## src/rtl/wisc_pkg.sv

```systemverilog
// Shared WISC control definitions: opcodes, zero register, per-stage control bundles.
// Optional HLT support is selected elsewhere with CTRL_PIPE_HALT_EN.
package wisc_pkg;

    localparam int OPW  = 4;
    localparam int RW   = 4;
    localparam int ALUW = 3;

    localparam logic [OPW-1:0] OP_ADD    = 4'h0;
    localparam logic [OPW-1:0] OP_SUB    = 4'h1;
    localparam logic [OPW-1:0] OP_XOR    = 4'h2;
    localparam logic [OPW-1:0] OP_RED    = 4'h3;
    localparam logic [OPW-1:0] OP_SLL    = 4'h4;
    localparam logic [OPW-1:0] OP_SRA    = 4'h5;
    localparam logic [OPW-1:0] OP_ROR    = 4'h6;
    localparam logic [OPW-1:0] OP_PADDSB = 4'h7;
    localparam logic [OPW-1:0] OP_LW     = 4'h8;
    localparam logic [OPW-1:0] OP_SW     = 4'h9;
    localparam logic [OPW-1:0] OP_LHB    = 4'hA;
    localparam logic [OPW-1:0] OP_LLB    = 4'hB;
    localparam logic [OPW-1:0] OP_B      = 4'hC;
    localparam logic [OPW-1:0] OP_BR     = 4'hD;
    localparam logic [OPW-1:0] OP_PCS    = 4'hE;
    localparam logic [OPW-1:0] OP_HLT    = 4'hF;

    localparam logic [RW-1:0] ZERO_REG = '0;

    typedef struct packed {
        logic [ALUW-1:0] alu_op;
        logic            alu_src;
        logic            shift;
        logic            modify;
        logic            mem;
    } ex_ctrl_t;

    typedef struct packed {
        logic mem_read;
        logic mem_write;
    } mem_ctrl_t;

    typedef struct packed {
        logic reg_write;
        logic mem_to_reg;
    } wb_ctrl_t;

    typedef struct packed {
        logic            valid;
        ex_ctrl_t        ex;
        mem_ctrl_t       mem;
        wb_ctrl_t        wb;
        logic [RW-1:0]   rd;
    } id_ex_t;

    typedef struct packed {
        logic            valid;
        mem_ctrl_t       mem;
        wb_ctrl_t        wb;
        logic [RW-1:0]   rd;
    } ex_mem_t;

    typedef struct packed {
        logic            valid;
        wb_ctrl_t        wb;
        logic [RW-1:0]   rd;
    } mem_wb_t;

endpackage

```

## src/rtl/ctrl_decode.sv

```systemverilog
// Combinational WISC opcode decode into EX/MEM/WB control bundles and source usage.
// With CTRL_PIPE_HALT_EN defined, opcode F additionally raises the halt flag.
module ctrl_decode
    import wisc_pkg::*;
(
    input  logic [OPW-1:0] opcode,
    input  logic [RW-1:0]  rd,
    input  logic [RW-1:0]  rt,
    output ex_ctrl_t       ex_ctrl,
    output mem_ctrl_t      mem_ctrl,
    output wb_ctrl_t       wb_ctrl,
    output logic           rs_used,
    output logic [RW-1:0]  src2,
    output logic           src2_used
`ifdef CTRL_PIPE_HALT_EN
    ,
    output logic           halt
`endif
);

    logic mem_op;
    logic modify;

    always_comb begin
        mem_op = (opcode == OP_LW) || (opcode == OP_SW);
        modify = (opcode == OP_LHB) || (opcode == OP_LLB);

        // Opcode F carries no controls in either build; only the halt flag differs.
        ex_ctrl.alu_op  = (mem_op || opcode == OP_HLT) ? '0 : opcode[ALUW-1:0];
        ex_ctrl.alu_src = mem_op;
        ex_ctrl.shift   = opcode inside {OP_SLL, OP_SRA, OP_ROR};
        ex_ctrl.modify  = modify;
        ex_ctrl.mem     = mem_op;

        mem_ctrl.mem_read  = (opcode == OP_LW);
        mem_ctrl.mem_write = (opcode == OP_SW);

        wb_ctrl.reg_write  = (opcode inside {OP_LW, OP_LHB, OP_LLB, OP_PCS})
                           || (!opcode[OPW-1] && rd != ZERO_REG);
        wb_ctrl.mem_to_reg = (opcode == OP_LW);

        rs_used   = (opcode <= OP_SW) || (opcode == OP_BR);
        src2      = (mem_op || modify) ? rd : rt;
        src2_used = opcode inside {OP_ADD, OP_SUB, OP_XOR, OP_RED, OP_PADDSB,
                                   OP_SW, OP_LHB, OP_LLB};
    end

`ifdef CTRL_PIPE_HALT_EN
    assign halt = (opcode == OP_HLT) && (OP_B != OP_HLT);
`endif

endmodule

```

## src/rtl/ctrl_pipe.sv

```systemverilog
// Pipelined WISC control: ID/EX, EX/MEM, MEM/WB control registers with load-use,
// stall and flush handling. CTRL_PIPE_HALT_EN adds HLT tracking and the halted port.
module ctrl_pipe
    import wisc_pkg::*;
(
    input  logic            clk,
    input  logic            rst_n,
    input  logic            id_valid,
    input  logic [OPW-1:0]  id_opcode,
    input  logic [RW-1:0]   id_rd,
    input  logic [RW-1:0]   id_rs,
    input  logic [RW-1:0]   id_rt,
    input  logic            mem_stall,
    input  logic            flush,
    output logic            hazard_stall,
    output logic            ex_valid,
    output logic [ALUW-1:0] ex_alu_op,
    output logic            ex_alu_src,
    output logic            ex_shift,
    output logic            ex_modify,
    output logic            ex_mem,
    output logic [RW-1:0]   ex_rd,
    output logic            mem_valid,
    output logic            mem_read,
    output logic            mem_write,
    output logic            wb_valid,
    output logic            wb_reg_write,
    output logic            wb_mem_to_reg,
    output logic [RW-1:0]   wb_rd
`ifdef CTRL_PIPE_HALT_EN
    ,
    output logic            halted
`endif
);

    ex_ctrl_t      dec_ex;
    mem_ctrl_t     dec_mem;
    wb_ctrl_t      dec_wb;
    logic          rs_used;
    logic          src2_used;
    logic [RW-1:0] src2;

    id_ex_t  id_stage, ex_q, ex_d;
    ex_mem_t mem_q, mem_d;
    mem_wb_t wb_q, wb_d;

`ifdef CTRL_PIPE_HALT_EN
    logic dec_halt;
    logic ex_halt_q, ex_halt_d;
    logic mem_halt_q, mem_halt_d;
    logic halted_q, halted_d;
`endif

    ctrl_decode u_decode (
        .opcode    (id_opcode),
        .rd        (id_rd),
        .rt        (id_rt),
        .ex_ctrl   (dec_ex),
        .mem_ctrl  (dec_mem),
        .wb_ctrl   (dec_wb),
        .rs_used   (rs_used),
        .src2      (src2),
        .src2_used (src2_used)
`ifdef CTRL_PIPE_HALT_EN
        ,
        .halt      (dec_halt)
`endif
    );

    // A load in EX whose destination feeds the ID instruction must be waited on once.
    assign hazard_stall = id_valid && ex_q.valid && ex_q.mem.mem_read
                       && (ex_q.rd != ZERO_REG)
                       && ((rs_used && ex_q.rd == id_rs) || (src2_used && ex_q.rd == src2));

    always_comb begin
        // NOTE: every signal gets a default before any branch; a missed path would infer a latch.
        id_stage = '0;
        if (id_valid) begin
            id_stage.valid = 1'b1;
            id_stage.ex    = dec_ex;
            id_stage.mem   = dec_mem;
            id_stage.wb    = dec_wb;
            id_stage.rd    = id_rd;
        end

        ex_d  = ex_q;
        mem_d = mem_q;
        wb_d  = wb_q;
        if (!mem_stall) begin
            ex_d        = (flush || hazard_stall) ? '0 : id_stage;
            mem_d.valid = ex_q.valid;
            mem_d.mem   = ex_q.mem;
            mem_d.wb    = ex_q.wb;
            mem_d.rd    = ex_q.rd;
            wb_d.valid  = mem_q.valid;
            wb_d.wb     = mem_q.wb;
            wb_d.rd     = mem_q.rd;
        end

`ifdef CTRL_PIPE_HALT_EN
        if (halted_q) begin
            ex_d  = '0;
            mem_d = '0;
            wb_d  = '0;
        end
`endif
    end

`ifdef CTRL_PIPE_HALT_EN
    always_comb begin
        ex_halt_d  = ex_halt_q;
        mem_halt_d = mem_halt_q;
        if (!mem_stall) begin
            ex_halt_d  = dec_halt && id_valid && !flush && !hazard_stall;
            mem_halt_d = ex_halt_q;
        end
        // HLT entering WB sets the sticky flag on the same edge.
        halted_d = halted_q || (!mem_stall && mem_halt_q);
        if (halted_q) begin
            ex_halt_d  = 1'b0;
            mem_halt_d = 1'b0;
        end
    end

    always_ff @(posedge clk) begin
        if (!rst_n) begin
            ex_halt_q  <= 1'b0;
            mem_halt_q <= 1'b0;
            halted_q   <= 1'b0;
        end else begin
            ex_halt_q  <= ex_halt_d;
            mem_halt_q <= mem_halt_d;
            halted_q   <= halted_d;
        end
    end

    assign halted = halted_q;
`endif

    always_ff @(posedge clk) begin
        // NOTE: state uses non-blocking assignment so every stage samples pre-edge values.
        if (!rst_n) begin
            ex_q  <= '0;
            mem_q <= '0;
            wb_q  <= '0;
        end else begin
            ex_q  <= ex_d;
            mem_q <= mem_d;
            wb_q  <= wb_d;
        end
    end

    assign ex_valid      = ex_q.valid;
    assign ex_alu_op     = ex_q.ex.alu_op;
    assign ex_alu_src    = ex_q.ex.alu_src;
    assign ex_shift      = ex_q.ex.shift;
    assign ex_modify     = ex_q.ex.modify;
    assign ex_mem        = ex_q.ex.mem;
    assign ex_rd         = ex_q.rd;
    assign mem_valid     = mem_q.valid;
    assign mem_read      = mem_q.mem.mem_read;
    assign mem_write     = mem_q.mem.mem_write;
    assign wb_valid      = wb_q.valid;
    assign wb_reg_write  = wb_q.wb.reg_write;
    assign wb_mem_to_reg = wb_q.wb.mem_to_reg;
    assign wb_rd         = wb_q.rd;

endmodule

```

## config.mk

```make
export PLATFORM = sky130hd
export DESIGN_NAME = ctrl_pipe
export DESIGN_NICKNAME = d
export VERILOG_FILES = /design/src/rtl/wisc_pkg.sv /design/src/rtl/ctrl_decode.sv /design/src/rtl/ctrl_pipe.sv
export SDC_FILE = /design/constraint.sdc
export NUM_CORES = 1
export LEC_CHECK = 0
export CORE_MARGIN = 4
export CORE_UTILIZATION = 47
export DETAILED_ROUTE_END_ITERATION = 12
export GPL_ROUTABILITY_DRIVEN = 0
export HOLD_SLACK_MARGIN = 0.06
export PLACE_DENSITY_LB_ADDON = 0.2
export SLEW_MARGIN = 15
export SYNTH_ARGS = -nofsm -noshare
export SYNTH_HDL_FRONTEND = slang
export SYNTH_SLANG_ARGS = --single-unit
```

## constraint.sdc

```tcl
create_clock -name clk -period 2.1 [get_ports clk]
set_input_delay 0.21 -clock clk [delete_from_list [all_inputs] [get_ports clk]]
set_output_delay 0.21 -clock clk [all_outputs]
set_load 0.03 [all_outputs]
```

==> flow_summary.json <==
{
  "status": "finished clean",
  "synth_top_cell_by_area": "dfxtp_1",
  "viasPerCell": 5.22,
  "yosysSeqAreaShare_pct": 38.2,
  "hold_viol_final": 0,
  "p_leak_nw": 0.822,
  "syn_area_sq_um": 1520,
  "maxSlewHeadroom_pct": 75.1,
  "maxCapViolCount": 0,
  "die-area_sq_um": 4210,
  "drive_gt1_share_pct": 14.7,
  "wl_per_cell_um": 14.4,
  "track_usage_pct": 18.3,
  "drc": 0,
  "grt_pass1_wl_mm": 5.84,
  "synth_fp_nets": 177,
  "crit_path_start_kind": "register",
  "cts_buffers": 5,
  "cts_tree": "done",
  "regMostFlops": "mem_q",
  "largest_reg_flops": 5,
  "num_antenna_cells": 0,
  "syn_to_final_growth_pct": 32.4,
  "async_flop_share_pct": 0,
  "grt_overflow": 0,
  "worstReg2RegEnd": "ex_alu_op[2]$_SDFFE_PN0N_",
  "hold_start": "id_opcode[2]",
  "max_freq_ghz": 0.515,
  "avgSynthCellArea_sq_um": 9.74,
  "crit-reg2reg-launch": "ex_rd[1]$_SDFFE_PN0N_",
  "clk_path_buf_depth": 2,
  "htreeDepth": 2,
  "endpoint_kind": "output port",
  "reg2reg_depth": 6,
  "yosys.area.top_type_share_pct": 38.2,
  "ys_top_cells_by_area": "dfxtp_1 38%, mux2i_1 14%, nor2b_1 6.2%, xor2_1 4.6%, buf_4 4.4%",
  "hold_buffers": 0,
  "setup_viol_count_final": 0,
  "worst_ep_arrival_time_ns": 1.73,
  "routed_wl_mm": 3.46,
  "fin_nets": 217,
  "vias": 1258,
  "clk_latency_ns": 0.32,
  "io_buffer_count": 43,
  "cts_sinks": 29,
  "place_ws_ns": -0.0319,
  "synth_cells": 156,
  "yosys_warnings": 0,
  "min_path_cells": 6,
  "ys_ff_latch": 29,
  "ir_worst_vdd_uv": 309,
  "die_h_um": 64.9,
  "grt_pass1_vias": 1262,
  "worstHoldEndpoint": "ex_modify$_SDFFE_PN0N_",
  "path_class": "register to output port",
  "fillerInstances": 261,
  "fin_skew_ns": 0.00768,
  "path_clk_slew_ns": 0.09,
  "critical_path_peak_fanout": 7,
  "final_common_cell": "clkdlybuf4s50_1",
  "synthDistinctLibCells": 39,
  "maxSlewViolCount": 0,
  "core_sq_um": 3080,
  "start_util_pct": 49.3,
  "required_ns": 1.89,
  "antenna_left": 0,
  "place_inst": 232,
  "worst_slack_ns": 0.159,
  "synth_ff_type": "dfxtp_1",
  "drt_iter0_markers": 35,
  "hpwlAfterDp_mm": 2.51,
  "ios": 44,
  "rows": 20,
  "final.period_utilization_pct": 92.4,
  "fin_crit_ns": 1.94,
  "regToRegSetupSlack_ns": 0.29,
  "mostFrequentLayoutCells": "40 x clkdlybuf4s50_1, 29 x dfxtp_1, 22 x mux2i_1",
  "final_cells": 241,
  "worst_pin_slew_ns": 0.364,
  "die_width_um": 64.9,
  "cts-root-buf": "clkbuf_4",
  "synth_edf_count": 0,
  "antenna_found_initial": 0,
  "grt_max_degree": 18,
  "min_path_type": "input port to register",
  "first_pass_iters": 4,
  "p_per_area_nw_per_um2": 630
}
worst max-delay path: stages (launching register included):
cell and delay [ns]:
dfxtp_1 0.53, xor2_1 0.10, o21ai_0 0.20, nand3_1 0.11, nor2_1 0.15, o21a_1 0.18
buf_6 0.14
cell families (layout without fill, tap and decap cells):
kind of cell | after synthesis | in the layout | synth area share (%)
AND/OR/NAND/NOR | 52 | 52 | 19.2
flip-flops | 29 | 29 | 38.2
multiplexers | 22 | 22 | 14.5
buffers and inverters | 22 | 63 | 10.8
AO/OA/AOI/OAI | 21 | 21 | 11.5
XOR/XNOR | 10 | 10 | 5.77
through the flow:
stage	hold WS, ns	util (%)	power, mW	TNS (ns)	cell area [sq um]
global route	0.506	65.3	1.33	-0.00471	2010
CTS	0.498	64.8	1.27	0	1990
finish	0.465	65.3	1.27	0	2010
global placement	0.453	62.0	0.794	0	1910
detailed placement	0.462	62.0	0.800	-0.113	1910
floorplan	0.338	-	0.727	0	1520
power breakdown:
group | internal [mW] | leakage (nW) | switching [mW]
Combinational | 0.108 | 0.541 | 0.104
Clock | 0.284 | 0.0455 | 0.190
Sequential | 0.564 | 0.235 | 0.0160
repair_timing:
action	in CTS	in global routing
endpoints found under the setup margin	0	1
gates resized for setup	0	3
setup buffers	0	1
cells in the mapped netlist, types with 4 or more instances:
cell type,n
a22o_2,5
buf_4,9
dfxtp_1,29
mux2i_1,22
nand2_1,7
nand3_1,4
nor2_1,12
nor2b_1,15
xor2_1,8
how the worst max path moves through the flow:
stage	from	endpoint	slack, ns	cells past startpoint
after floorplan	ex_valid$_SDFFE_PN0N_	ex_alu_op[2]$_SDFFE_PN0N_	0.38	6
after global placement	id_opcode[3]	ex_alu_op[2]$_SDFFE_PN0N_	0.07	7
after detailed placement	id_opcode[3]	ex_alu_op[2]$_SDFFE_PN0N_	-0.03	7
after CTS	id_opcode[3]	hazard_stall	0.04	8
after global routing	ex_rd[1]$_SDFFE_PN0N_	hazard_stall	-0.005	6
final	ex_rd[1]$_SDFFE_PN0N_	hazard_stall	0.16	6
final cells by class:
cell class	instances	area, sq um	area share (%)
timing repair buffer	52	504	25.1
clock buffer	7	55.1	2.74
inverter	3	11.3	0.560
clock inverter	1	30.0	1.49
sequential	29	581	28.9
multi-input combinational	105	774	38.5
tap	44	55.1	2.74
layer usage:
layer | vias to the layer above | track usage [%] | wire length, um
li1 | 610 | - | -
met1 | 592 | 21.7 | 1500
met2 | 50 | 30.0 | 1660
met3 | 6 | 5.37 | 240
met4 | 0 | 8.71 | 59
met5 | - | 0 | 0
(Power assumes the default switching activity.)
